$ cat src/rtl/elm_pkg.sv
// Shared definitions for the neuron controllers: the sequencer state encoding
// and the elaboration-time legality check on the per-neuron weight count.
package elm_pkg;

  typedef enum logic [1:0] {
    IDLE  = 2'd0,
    RUN   = 2'd1,
    FLUSH = 2'd2,
    DONE  = 2'd3
  } elm_state_t;

  // A neuron needs at least one weight and cannot address more words than
  // the address width can reach.
  function automatic bit num_weight_legal(input int unsigned num_weight,
                                          input int unsigned address_width);
    return (num_weight >= 32'd1) && (num_weight <= (32'd1 << address_width));
  endfunction

endpackage

$ cat src/rtl/pair_align_reg.sv
// One-deep valid+data register: delays an accepted input word by one cycle so
// it lines up with the weight returned by the one-cycle-latency memory.
module pair_align_reg #(
  parameter int dataWidth = 16
) (
  input  logic                 clk,
  input  logic                 rst_n,
  input  logic                 clr,
  input  logic                 load,
  input  logic [dataWidth-1:0] d,
  output logic                 valid,
  output logic [dataWidth-1:0] q
);

  // The data word is held between loads; only the valid bit tracks gaps.
  always_ff @(posedge clk or negedge rst_n) begin
    if (!rst_n) begin
      valid <= 1'b0;
      q     <= '0;
    end else if (clr) begin
      valid <= 1'b0;
    end else begin
      valid <= load;
      if (load) begin
        q <= d;
      end
    end
  end

endmodule

$ cat src/rtl/weight_read_sequencer.sv
// Per-neuron weight read sequencer: pairs each accepted layer input with the
// weight at the matching address and hands the aligned pair to the MAC.
//
// Handshake: a word transfers on a rising edge where in_valid & in_ready are
// both high. in_ready depends only on state and clr, never on in_valid. The
// MAC side has no ready; every mac_valid cycle must be consumed.
module weight_read_sequencer
  import elm_pkg::*;
#(
  parameter int addressWidth = 10,
  parameter int dataWidth    = 16,
  parameter int numWeight    = 784
) (
  input  logic                    clk,
  input  logic                    rst_n,
  input  logic                    clr,
  input  logic                    in_valid,
  input  logic [dataWidth-1:0]    in_data,
  output logic                    in_ready,
  output logic                    mem_ren,
  output logic [addressWidth:0]   mem_raddr,
  input  logic [dataWidth-1:0]    mem_rdata,
  output logic                    mac_valid,
  output logic [dataWidth-1:0]    mac_x,
  output logic [dataWidth-1:0]    mac_w,
  output logic                    mac_last,
  output logic                    done,
  output logic                    busy,
  output elm_state_t              dbg_state
);

  if (!num_weight_legal(numWeight, addressWidth)) begin : g_bad_num_weight
    $error("weight_read_sequencer: numWeight outside 1..2**addressWidth");
  end

  localparam logic [addressWidth:0] LAST_ADDR = (addressWidth + 1)'(numWeight - 1);

  elm_state_t              state;
  elm_state_t              state_nxt;
  logic [addressWidth:0]   addr_cnt;
  logic [addressWidth:0]   addr_nxt;
  logic                    accepting_state;
  logic                    accept;
  logic                    at_last;

  assign accepting_state = (state == IDLE) || (state == RUN);
  // clr drops any offered word, so it must also withdraw ready.
  assign in_ready        = accepting_state && !clr;
  assign accept          = in_valid && in_ready;
  assign at_last         = (addr_cnt == LAST_ADDR);

  always_ff @(posedge clk or negedge rst_n) begin
    if (!rst_n) begin
      state    <= IDLE;
      addr_cnt <= '0;
    end else begin
      state    <= state_nxt;
      addr_cnt <= addr_nxt;
    end
  end

  // The final accept leaves addr_cnt at numWeight-1 so it never wraps; the
  // DONE cycle clears it ready for the next vector.
  always_comb begin
    state_nxt = state;
    addr_nxt  = addr_cnt;
    if (clr) begin
      state_nxt = IDLE;
      addr_nxt  = '0;
    end else begin
      unique case (state)
        IDLE, RUN: begin
          if (accept) begin
            if (at_last) begin
              state_nxt = FLUSH;
            end else begin
              state_nxt = RUN;
              addr_nxt  = addr_cnt + 1'b1;
            end
          end
        end
        FLUSH: begin
          state_nxt = DONE;
        end
        DONE: begin
          state_nxt = IDLE;
          addr_nxt  = '0;
        end
        default: begin
          state_nxt = IDLE;
          addr_nxt  = '0;
        end
      endcase
    end
  end

  pair_align_reg #(
    .dataWidth (dataWidth)
  ) u_pair_align (
    .clk   (clk),
    .rst_n (rst_n),
    .clr   (clr),
    .load  (accept),
    .d     (in_data),
    .valid (mac_valid),
    .q     (mac_x)
  );

  assign mem_ren   = accept;
  assign mem_raddr = addr_cnt;
  assign mac_w     = mem_rdata;
  // Only the final pair of a vector is presented while in FLUSH.
  assign mac_last  = mac_valid && (state == FLUSH);
  assign done      = (state == DONE);
  assign busy      = (state != IDLE);
  assign dbg_state = state;

endmodule

$ cat config.mk
export PLATFORM = sky130hd
export DESIGN_NAME = weight_read_sequencer
export DESIGN_NICKNAME = d
export VERILOG_FILES = /design/src/rtl/elm_pkg.sv /design/src/rtl/pair_align_reg.sv /design/src/rtl/weight_read_sequencer.sv
export SDC_FILE = /design/constraint.sdc
export NUM_CORES = 1
export LEC_CHECK = 0
export ABC_AREA = 1
export CAP_MARGIN = 20
export CORE_ASPECT_RATIO = 1.1
export CORE_MARGIN = 4
export CORE_UTILIZATION = 43
export CTS_CLUSTER_DIAMETER = 60
export CTS_CLUSTER_SIZE = 20
export DETAILED_ROUTE_END_ITERATION = 10
export GPL_ROUTABILITY_DRIVEN = 0
export PLACE_DENSITY = 0.86
export RECOVER_POWER = 50
export SLEW_MARGIN = 30
export SYNTH_ARGS = -nofsm -noshare
export SYNTH_HDL_FRONTEND = slang
export SYNTH_HIERARCHICAL = 1
export SYNTH_SLANG_ARGS = --single-unit
$ cat constraint.sdc
create_clock -name clk -period 3.1 [get_ports clk]
set_input_delay 0.465 -clock clk [delete_from_list [all_inputs] [get_ports clk]]
set_output_delay 0.465 -clock clk [all_outputs]
set_load 0.1 [all_outputs]
Yosys cells after proc, flatten, opt, wreduce, memory -nomap -nowiden
Cells that the tools add are included.
{"block": "classes", "bitwise_logic": 1, "addsub": 1, "eq_ne": 6, "reduce_logical": 11, "mux": 9}
{"operator": "$mux W11", "n": 3}
{"operator": "$pmux W11 S2", "n": 1}
{"operator": "$add A11 B1 Y11 const B", "n": 1}
{"operator": "$eq A11 B10 Y1 const B", "n": 1}
{"operator": "$mux W2", "n": 3}
{"operator": "$pmux W2 S3", "n": 1}
{"operator": "$eq A2 B2 Y1 const B", "n": 2}
{"operator": "$logic_and A1 B1 Y1", "n": 3}
{"operator": "$ne A3 B2 Y1 const B", "n": 1}
{"operator": "$ne A3 B3 Y1 const B", "n": 1}
{"operator": "$reduce_and A3 Y1", "n": 1}
{"operator": "$reduce_bool A3 Y1", "n": 1}
{"operator": "$eq A2 B1 Y1 const B", "n": 1}
{"operator": "$logic_not A2 Y1", "n": 1}
{"operator": "$reduce_and A2 Y1", "n": 1}
{"operator": "$reduce_bool A2 Y1", "n": 1}
{"operator": "$reduce_or A2 Y1", "n": 1}
{"operator": "$logic_not A1 Y1", "n": 1}
{"operator": "$logic_or A1 B1 Y1", "n": 1}
{"operator": "$mux W1", "n": 1}
{"operator": "$not A1 Y1", "n": 1}
{"block": "word_totals", "in_bits": 36, "reg_bits": 30, "out_inout_bits": 51}

Longest topological paths before layout
Gate-level depths: netlist of the first run.
{"block": "logic_depth", "ltp_word": 7, "ltp_mapped": 10, "depth_no_buf": 9}

Hierarchy
Netlist of the first run, hierarchy kept.
{"module": "weight_read_sequencer", "cells_each": 142, "seq_area_each_um2": 325.3, "area_each_um2": 970.9, "instances": 1}
{"module": "pair_align_reg", "cells_each": 72, "seq_area_each_um2": 425.4, "area_each_um2": 699.4, "instances": 1}

Least setup slack after synthesis of the first run
Ideal clock, no wire load.
{"block": "synth_timing", "path_kind": "register to output", "startpoint": "reg state[1] (netlist: dbg_state[1])", "endpoint": "out mac_last", "stages_incl_launch_ff": 3, "slack_ns": -0.746, "t_required_ns": 2.635, "arrival_ns": 3.381, "cell_sequence": "dfrtp_1 > inv_1 > nor3b_1"}
{"block": "synth_between", "elab_chain_cells": 2}
{"element": "from (decl)", "line_no": "weight_read_sequencer.sv:38", "text": "elm_state_t state;"}
{"element": "from (signal assigned)", "line_no": "weight_read_sequencer.sv:57", "text": "state <= state_nxt;"}
{"element": "$eq A2 B2 Y1", "line_no": "weight_read_sequencer.sv:113", "text": "assign mac_last = mac_valid && (state == FLUSH);"}
{"element": "$logic_and A1 B1 Y1", "line_no": "weight_read_sequencer.sv:113"}
{"element": "to (decl)", "line_no": "weight_read_sequencer.sv:26", "text": "output logic mac_last,"}
No other way between the ends.

==> impl_metrics.csv, run 1 <==
group,metric,value,unit
timing,finClkSkew,3.76,ps
worst_setup_path,crit_start,"rst_n",
cts,cts-root-buf,"clkbuf_8",
timing,timing.final.crit_share,65.7,%
yosys,synth_top_area_cell,"dfrtp_1",
floorplan,initial_core_util,45.3,%
worst_setup_path,cpLargestDelayFamily,"buffers and inverters",
routing,drtIter0Drc,66,
worst_setup_path,critPathMaxStageDelay,1140,ps
routing,drtPass1Iterations,4,
yosys,async_flop_share,100,%
yosys,avgSynthCellArea,7.81,sq um
worst_setup_path,critical_path_required,3200,ps
timing,tightestPinTransition,1570,ps
cts,clock_sinks,30,
worst_setup_path,end_kind,"async pin",
power,vdd_drop_max,0.000411,V
worst_setup_path,crit_path_max_fanout,30,
flow_run,cap_violations,1,
yosys,synth-compound-area-share,2.77,%
worst_setup_path,rrSetupSlack,1530,ps
timing,report.final.slew_viol_count,31,
power,p_leak,1.07,nW
power,power,0.00123,W
yosys,yosys.area_share.simple,37.1,%
cts,clkTransAtPathRegs,60,ps
placement,dpl.hpwl,2.75,mm
yosys,ys.flop_type,"dfrtp_1",
global_routing,grt_pass1_vias,1425,
cts,clock_path_buffers,2,
floorplan,coreArea,0.00368,sq mm
cts,cts_hold_buf,0,
floorplan,dieArea,0.00495,sq mm
worst_setup_path,r2r_start,"mem_raddr[0]",
worst_setup_path,cp-start-kind,"input pin",
yosys,syn-cell-area,0.00167,sq mm
yosys,netlist_top_cells_area,"dfrtp_1 (45%), nand2_1 (18%), nand3_1 (8.4%)",
cts,ctsResizeCount,0,
yosys,yosysUniqueCellTypes,25,
placement,dp.cells,297,
global_routing,grt_overflow,0,
final_layout,nNetsFinal,291,
worst_setup_path,worstSetupPathType,"input pin to async pin",
routing,drc,0,
run_status,violations,"capacitance limit, slew limit",
cts,htreeDepth,2,
global_routing,grt_max_degree,31,
cts,post_cts_buffers,0,
routing,postRouteAntennaNets,0,
timing,fin_tns_setup,0,ps
timing,rsz0062_at_grt,"no",
timing,max_freq,491,MHz
yosys,synth_mux_area_share,0,%
hold_path,hold_path.class,"register to register",
routing,routed_wl,3.67,mm
worst_setup_path,r2r_end,"mem_raddr[5]",
worst_setup_path,critPathArrivalTime,2140,ps
yosys,synth_top_area_share,44.9,%
timing,timing.slew.headroom,-4.81,%
worst_setup_path,r2r_cells,9,
floorplan,die_w,67.4,um
final_layout,area_growth,24.3,%
global_routing,grt_pass1_wl,6.22,mm
routing,vias_per_cell,4.70,
global_routing,grt_util_all_layers,16.6,%
power,powerDensity,591,mW/mm^2
yosys,yosysMostFrequentCell,"nand2_1",
yosys,synth_xor_area_share,0.524,%
yosys,synth_cells,214,
yosys,ys_seq_elements,30,
worst_setup_path,crit_chain,"dlygate4sd3_1 -> clkbuf_1",
worst_setup_path,cp.depth,2,
yosys,syn_nets,251,
yosys,synth_top_family_by_area,"simple AND/OR/NAND/NOR gates",
worst_setup_path,crit_path_top_delay_cell,"clkbuf_1",
yosys,synth_warnings,6,
floorplan,pin_count,87,
floorplan,fp.dieH,73.4,um
run_status,status,"finished, violations left",
timing,finalWorstSetupSlack,1060,ps
yosys,yosysSeqAreaShare,44.9,%
final_layout,layout-drive-gt1-share,17.7,%
worst_setup_path,critical_path_buf_inv_count,2,
yosys,synthAdderAreaFrac,0.749,%
timing,hold_viol,0,
placement,io_buffers,54,
cts,cts_buffers,5,
final_layout,antenna_cells,0,
cts,clock_latency,280,ps
placement,pre_cts_ws,1090,ps
routing,num_vias,1428,
floorplan,rows,23,
timing,finalSetupViolCount,0,
cts,tritoncts,"yes",
timing,fin_crit,2040,ps
final_layout,layout.cells.non_filler,304,
worst_setup_path,crit_end,"mem_raddr[2]",
routing,wire_per_inst,12.1,um
global_routing,antenna_found_initial,0,
yosys,synth_edf_count,0,
yosys,ys_top_cells_by_count,"nand2_1 (78), dfrtp_1 (30), nand3_1 (28), nor2_1 (20), buf_4 (18)",
==> layer usage <==
metal	GRT usage, %	wire (um)	up-vias
met5	0	0	-
met4	7.88	64	0
met3	5.81	329	5
met2	26.2	1730	51
met1	20.1	1550	635
li1	-	-	737
==> layout by cell type (no fill, tap or decap) <==
cell type / instances
dlygate4sd3_1: 1
a21oi_1: 4
inv_2: 2
nand2_2: 3
buf_12: 1
a31oi_1: 1
nor2_1: 20
inv_1: 9
inv_4: 1
ha_1: 1
nand2_4: 2
clkbuf_8: 5
dfrtp_1: 30
clkdlybuf4s50_1: 18
nor3b_2: 1
nand2_1: 78
nand2_8: 1
nand3_1: 28
buf_4: 26
o211ai_1: 1
or2_2: 1
nor3_1: 1
o21ai_0: 1
nor3_2: 1
xor2_1: 1
o21bai_1: 1
clkbuf_1: 12
nor2_4: 1
nand3b_1: 1
nor3b_1: 1
==> cell type report <==
cell class | instances | area (sq um)
Clock buffer | 7 | 76.3
Fill cell | 369 | 1610
Inverter | 12 | 47.5
Multi-Input combinational cell | 149 | 697
Sequential cell | 30 | 751
Tap cell | 50 | 62.6
Timing Repair Buffer | 56 | 443
==> stage by stage <==
step                instance area (sq um)  hold WS (ps)  util [%]
finish                               2080           471      56.4
global route                         2080           489      56.4
CTS                                  2110           474      57.4
detailed placement                   2040           459      55.3
global placement                     2040           455      55.3
floorplan                            1680           169         -
==> logic make-up after synthesis <==
kind of cell    after synthesis
simple gates                139
compound gates                8
fa+ha+maj                     1
buf+inv                      35
flops                        30
xor+xnor                      1
==> where the power goes <==
| group | switching [W] | internal (W) | total, W | leakage (nW) |
|---|---|---|---|---|
| Combinational | 0.000391 | 0.0000875 | 0.000478 | 0.641 |
| Clock | 0.000137 | 0.000154 | 0.000291 | 0.0383 |
| Sequential | 0.0000275 | 0.000431 | 0.000459 | 0.390 |
| Total | 0.000555 | 0.000673 | 0.00123 | 1.07 |
==> sequential cells by signal (all words and copies together) (netlist names) <==
| signal | count |
|---|---|
| u_pair_align/q | 16 |
| mem_raddr | 11 |
| dbg_state | 2 |
| u_pair_align/valid | 1 |
==> how the worst min path moves through the flow <==
stage	start	end	slack [ps]	cells past startpoint
2_1_floorplan	rst_n	dbg_state[0]	170	0
3_3_place_gp	u_pair_align/q[1]	u_pair_align/q[1]	450	2
3_5_place_dp	u_pair_align/q[4]	u_pair_align/q[4]	460	2
4_1_cts	u_pair_align/q[0]	u_pair_align/q[0]	470	2
5_1_grt	u_pair_align/q[0]	u_pair_align/q[0]	490	2
6_report	u_pair_align/q[4]	u_pair_align/q[4]	470	2
Power figures use the tool's default switching activity.
==> run 2: changes to the inputs <==
--- a/config.mk
+++ b/config.mk
@@ -9,12 +9,12 @@
 export CAP_MARGIN = 20
 export CORE_ASPECT_RATIO = 1.1
 export CORE_MARGIN = 4
-export CORE_UTILIZATION = 43
+export CORE_UTILIZATION = 39
 export CTS_CLUSTER_DIAMETER = 60
 export CTS_CLUSTER_SIZE = 20
 export DETAILED_ROUTE_END_ITERATION = 10
 export GPL_ROUTABILITY_DRIVEN = 0
-export PLACE_DENSITY = 0.86
+export PLACE_DENSITY = 0.79
 export RECOVER_POWER = 50
 export SLEW_MARGIN = 30
 export SYNTH_ARGS = -nofsm -noshare
==> constraint.sdc (replaced) <==
create_clock -name clk -period 1.95 [get_ports clk]
set_input_delay 0.2925 -clock clk [delete_from_list [all_inputs] [get_ports clk]]
set_output_delay 0.2925 -clock clk [all_outputs]
set_load 0.1 [all_outputs]
==> run 2 against run 1 <==
Compared with the run above:
- sequential cell count unchanged
- largest cell class unchanged
- worst setup slack worse by 830 ps
- clock power grew 67%
- clock-buffer cell count decreased by 1
- register-to-register slack worse by 1200 ps
- total power grew 63%
- non-clock buffer count up 3
- routed wire length is 3.6% higher
- the flow now finishes without violations
- largest power group unchanged
- via count grew 4.5%
- sequential share of layout area decreased by 1.8 points
- sequential power up 60%
- utilization decreased by 1.6 points
==> impl_metrics.csv, run 2 (synthesized netlist as in run 1, its figures left out) <==
group,metric,value,unit
final_layout,area_growth,32.9,%
worst_setup_path,crit_path_max_fanout,7,
timing,rsz0062_at_grt,"no",
hold_path,hold_path.class,"input pin to async pin",
final_layout,final_common_cell,"nand2_1",
floorplan,initial_core_util,41.2,%
cts,cts_buffers,5,
routing,wire_per_inst,12.3,um
final_layout,nNetsFinal,294,
timing,report.final.slew_viol_count,0,
power,p_leak,1.11,nW
worst_setup_path,end_kind,"output port",
worst_setup_path,critPathArrivalTime,1420,ps
power,vdd_drop_max,0.000633,V
final_layout,multiInputGateArea,722,sq um
placement,dpl.hpwl,2.96,mm
cts,clock_path_buffers,2,
worst_setup_path,critical_path_required,1660,ps
timing,timing.final.crit_share,88.0,%
final_layout,layout-drive-gt1-share,25.2,%
timing,tightestPinTransition,649,ps
run_status,status,"finished clean",
power,powerDensity,902,mW/mm^2
cts,ctsResizeCount,0,
routing,postRouteAntennaNets,0,
floorplan,pin_count,87,
timing,hold_viol,0,
floorplan,coreArea,0.00405,sq mm
global_routing,grt_pass1_wl,6.30,mm
final_layout,n_fill_cell,405,
final_layout,top_register,"u_pair_align/q",
timing,holdWs,444,ps
routing,drtIter0Drc,177,
timing,fin_crit,1720,ps
timing,finClkSkew,6.29,ps
cts,clock_sinks,30,
final_layout,largest_reg_flops,16,
final_layout,layout.cells.non_filler,310,
floorplan,fp.dieH,76.6,um
timing,finalSetupViolCount,0,
global_routing,grt_max_degree,18,
cts,tritoncts,"yes",
routing,drtPass1Iterations,4,
routing,num_vias,1492,
routing,routed_wl,3.81,mm
global_routing,grt_pass1_vias,1348,
placement,dp.cells,302,
worst_setup_path,cp-start-kind,"register",
global_routing,grt_overflow,0,
cts,cts_hold_buf,0,
timing,max_freq,583,MHz
flow_run,cap_violations,0,
cts,post_cts_buffers,0,
cts,cts-root-buf,"clkbuf_8",
floorplan,dieArea,0.00540,sq mm
global_routing,grt_util_all_layers,14.3,%
floorplan,rows,24,
routing,drc,0,
final_layout,mostFrequentLayoutCells,"nand2_1 (78), nand3_1 (27), dfrtp_1 (25), buf_4 (22), nor2_1 (19)",
timing,timing.slew.headroom,56.7,%
placement,io_buffers,54,
global_routing,antenna_found_initial,0,
routing,vias_per_cell,4.81,
worst_setup_path,worstSetupPathType,"register to output port",
floorplan,die_w,70.4,um
cts,clkTransAtPathRegs,70,ps
cts,clock_latency,280,ps
final_layout,regArea,762,sq um
cts,htreeDepth,2,
final_layout,antenna_cells,0,
[run 2: cell count changes in the layout (fill, tap and decap cells not counted), moves of 2 or more]
cell	delta
clkbuf_2	+9
dfrtp_2	+3
clkinvlp_4	+3
buf_4	-4
dfrtp_1	-5
buf_12	+5
dfrtp_4	+2
clkbuf_1	-8
[run 2: final timing paths]
kind	start	end	slack [ps]	depth (start not counted)
worst max-delay path	dbg_state[1]	mem_ren	230	2
worst min-delay path	rst_n	dbg_state[0]	440	1
worst max register to register	dbg_state[1]	mem_raddr[2]	370	7
worst min register to register	u_pair_align/q[0]	u_pair_align/q[0]	470	2
max in group asynchronous	rst_n	u_pair_align/q[8]	540	2
min in group clk	u_pair_align/q[0]	u_pair_align/q[0]	470	2
[run 2: worst max-delay path, cell delays in order, from the launching register on]
cell	delay (ps)
dfrtp_4	540
nor3_4	370
buf_12	230
[run 2: report_power, final]
group,switching [W],internal (W)
logic,0.000625,0.000156
registers,0.0000461,0.000688
clock network,0.000236,0.000251
total,0.000907,0.00109
[run 2: layout make-up]
class	instances	area share, %
clock inverter	2	0.676
tap	52	2.93
multi-input combinational	149	32.5
sequential	30	34.3
clock buffer	6	3.27
timing repair buffer	59	24.0
inverter	12	2.31
[run 2: per-stage QoR]
stage	TNS, ps	util (%)	worst slack, ps	instance area [sq um]	power (W)
floorplan	-3510	-	-215	1720	0.00150
global placement	0	53.4	241	2170	0.00155
detailed placement	0	53.4	208	2170	0.00156
CTS	0	55.6	217	2250	0.00206
global route	0	54.8	185	2220	0.00208
finish	0	54.8	234	2220	0.00200
[run 2: layer usage]
layer | track usage (%) | wire length, um
met5 | 0 | 0
met4 | 3.45 | 35
met3 | 5.28 | 329
met2 | 25.0 | 1920
met1 | 16.3 | 1520
==> run 3: changes to the inputs <==
==> constraint.sdc (replaced) <==
create_clock -name clk -period 1.95 [get_ports clk]
set_input_delay 0.2925 -clock clk [delete_from_list [all_inputs] [get_ports clk]]
set_output_delay 0.2925 -clock clk [all_outputs]
set_load 0.02 [all_outputs]
==> run 3 against run 2 <==
Compared with the run above:
- critical path type unchanged
- total power down 20%
- worst setup slack worse by 130 ps
- utilization shrank 0.62 points
==> impl_metrics.csv, run 3 (synthesized netlist as in run 1, its figures left out) <==
group,metric,value,unit
cts,clock_latency,270,ps
worst_setup_path,cp.depth,2,
global_routing,grt_overflow,0,
power,intPower,0.00115,W
worst_setup_path,r2r_start,"dbg_state[1]",
worst_setup_path,r2r_cells,5,
cts,tritoncts,"yes",
routing,drtPass1Iterations,4,
routing,wire_per_inst,12.1,um
placement,dp.cells,302,
timing,rsz0062_at_grt,"no",
run_status,status,"finished clean",
floorplan,coreArea,0.00405,sq mm
power,clock_power_share,30.0,%
final_layout,nNetsFinal,294,
worst_setup_path,crit_start,"dbg_state[1]",
timing,tightestPinTransition,738,ps
power,power_frac_comb,24.3,%
floorplan,fp.dieH,76.6,um
flow_run,cap_violations,0,
routing,drtIter0Drc,56,
timing,report.final.slew_viol_count,0,
cts,post_cts_buffers,0,
timing,fin_crit,1840,ps
worst_setup_path,r2r_end,"u_pair_align/q[1]",
floorplan,pin_count,87,
cts,clock_path_buffers,2,
floorplan,rows,24,
worst_setup_path,worstSetupPathType,"register to output port",
worst_setup_path,crit_chain,"or2_2 -> clkdlybuf4s50_1",
worst_setup_path,critPathArrivalTime,1550,ps
global_routing,grt_max_degree,31,
timing,hold_viol,0,
power,powerDensity,727,mW/mm^2
worst_setup_path,rrSetupSlack,290,ps
global_routing,grt_util_all_layers,15.3,%
worst_setup_path,crit_path_top_delay_cell,"clkdlybuf4s50_1",
timing,finClkSkew,4.66,ps
power,p_sw_share,28.2,%
floorplan,die_w,70.4,um
final_layout,layout-drive-gt1-share,8.98,%
timing,timing.final.crit_share,94.4,%
final_layout,layout.cells.non_filler,308,
global_routing,antenna_found_initial,0,
placement,dpl.hpwl,2.79,mm
cts,htreeDepth,2,
final_layout,largest_reg_flops,16,
worst_setup_path,crit_path_max_fanout,7,
final_layout,mostFrequentLayoutCells,"nand2_1 (78), clkdlybuf4s50_1 (51), dfrtp_1 (29), nand3_1 (28), nor2_1 (20)",
worst_setup_path,critical_path_required,1660,ps
routing,postRouteAntennaNets,0,
floorplan,dieArea,0.00540,sq mm
cts,cts_buffers,5,
routing,vias_per_cell,4.76,
global_routing,grt_pass1_wl,6.73,mm
power,p_leak,1.08,nW
cts,clock_sinks,30,
timing,finalSetupViolCount,0,
final_layout,final_common_cell,"nand2_1",
worst_setup_path,crit_end,"busy",
timing,timing.slew.headroom,50.8,%
timing,fin_tns_setup,0,ps
timing,max_freq,543,MHz
worst_setup_path,critical_path_buf_inv_count,1,
final_layout,top_register,"u_pair_align/q",
final_layout,n_fill_cell,393,
routing,drc,0,
worst_setup_path,cpLargestDelayFamily,"buffers and inverters",
cts,clkTransAtPathRegs,60,ps
global_routing,grt_pass1_vias,1475,
floorplan,initial_core_util,41.2,%
cts,cts-root-buf,"clkbuf_8",
worst_setup_path,critPathMaxStageDelay,540,ps
final_layout,antenna_cells,0,
power,p_sw,0.000451,W
final_layout,area_growth,31.4,%
routing,num_vias,1466,
power,power_frac_seq,45.7,%
placement,io_buffers,54,
power,vdd_drop_max,0.000429,V
hold_path,hold_path.class,"register to register",
worst_setup_path,cp-start-kind,"register",
worst_setup_path,end_kind,"output port",
routing,routed_wl,3.72,mm
==> run 3: cell count changes in the layout (fill, tap and decap cells not counted), moves of 4 or more <==
cell | before | now
clkbuf_2 | 9 | 2
clkdlybuf4s50_1 | 18 | 51
clkbuf_1 | 4 | 0
buf_4 | 22 | 3
buf_12 | 6 | 0
dfrtp_1 | 25 | 29
==> run 3: power by group through the flow <==
stage | registers (W) | clock network (W) | logic, W
floorplan | 0.000814 | 0 | 0.000160
global placement | 0.000738 | 0 | 0.000396
detailed placement | 0.000740 | 0 | 0.000399
CTS | 0.000730 | 0.000505 | 0.000401
global route | 0.000739 | 0.000531 | 0.000426
finish | 0.000729 | 0.000479 | 0.000388
==> run 3: worst reg2reg max path, delay by kind of cell (launching register included) <==
kind | cells | cell delay (ps)
AND/OR/NAND/NOR | 4 | 730
flip-flops | 1 | 450
buffers and inverters | 1 | 370
==> run 3: final cells by class <==
class,instances,area (sq um),share of cell area (%)
Clock buffer,6,82.6,3.76
Inverter,12,47.5,2.17
Multi-Input combinational cell,149,673,30.7
Sequential cell,30,752,34.3
Tap cell,52,65.1,2.96
Timing Repair Buffer,59,574,26.2
==> run 3: repair_timing <==
item                       4_1_cts  5_1_grt
setup endpoints to repair        1        2
hold buffers                     0        0
gates resized for setup          1        2
gates cloned                     0        0
==> run 3: worst min path at each step <==
stage	from	to	slack [ps]	depth (start not counted)
after floorplan	rst_n	dbg_state[0]	-3	0
after global placement	u_pair_align/q[7]	u_pair_align/q[7]	450	2
after detailed placement	u_pair_align/q[10]	u_pair_align/q[10]	460	2
after CTS	rst_n	mem_raddr[2]	410	2
after global routing	u_pair_align/q[15]	u_pair_align/q[15]	500	2
final	u_pair_align/q[10]	u_pair_align/q[10]	470	2
==> run 3: routing by layer <==
metal  up-vias  wire length (um)  track usage [%]
li1        741                 -                -
met1       661              1560             18.0
met2        59              1690             24.1
met3         5               429             7.12
met4         0                34             5.75
met5         -                 0                0
==> run 3: per-stage QoR <==
stage	cell area, sq um	util [%]	hold WS, ps	worst slack (ps)	power (W)
6_report	2190	54.1	468	109	0.00160
5_1_grt	2190	54.1	495	42.1	0.00170
4_1_cts	2210	54.6	414	17.6	0.00164
3_5_place_dp	2130	52.6	459	62.4	0.00114
3_3_place_gp	2130	52.6	454	95.4	0.00113
2_1_floorplan	1670	-	-3.09	193	0.000973
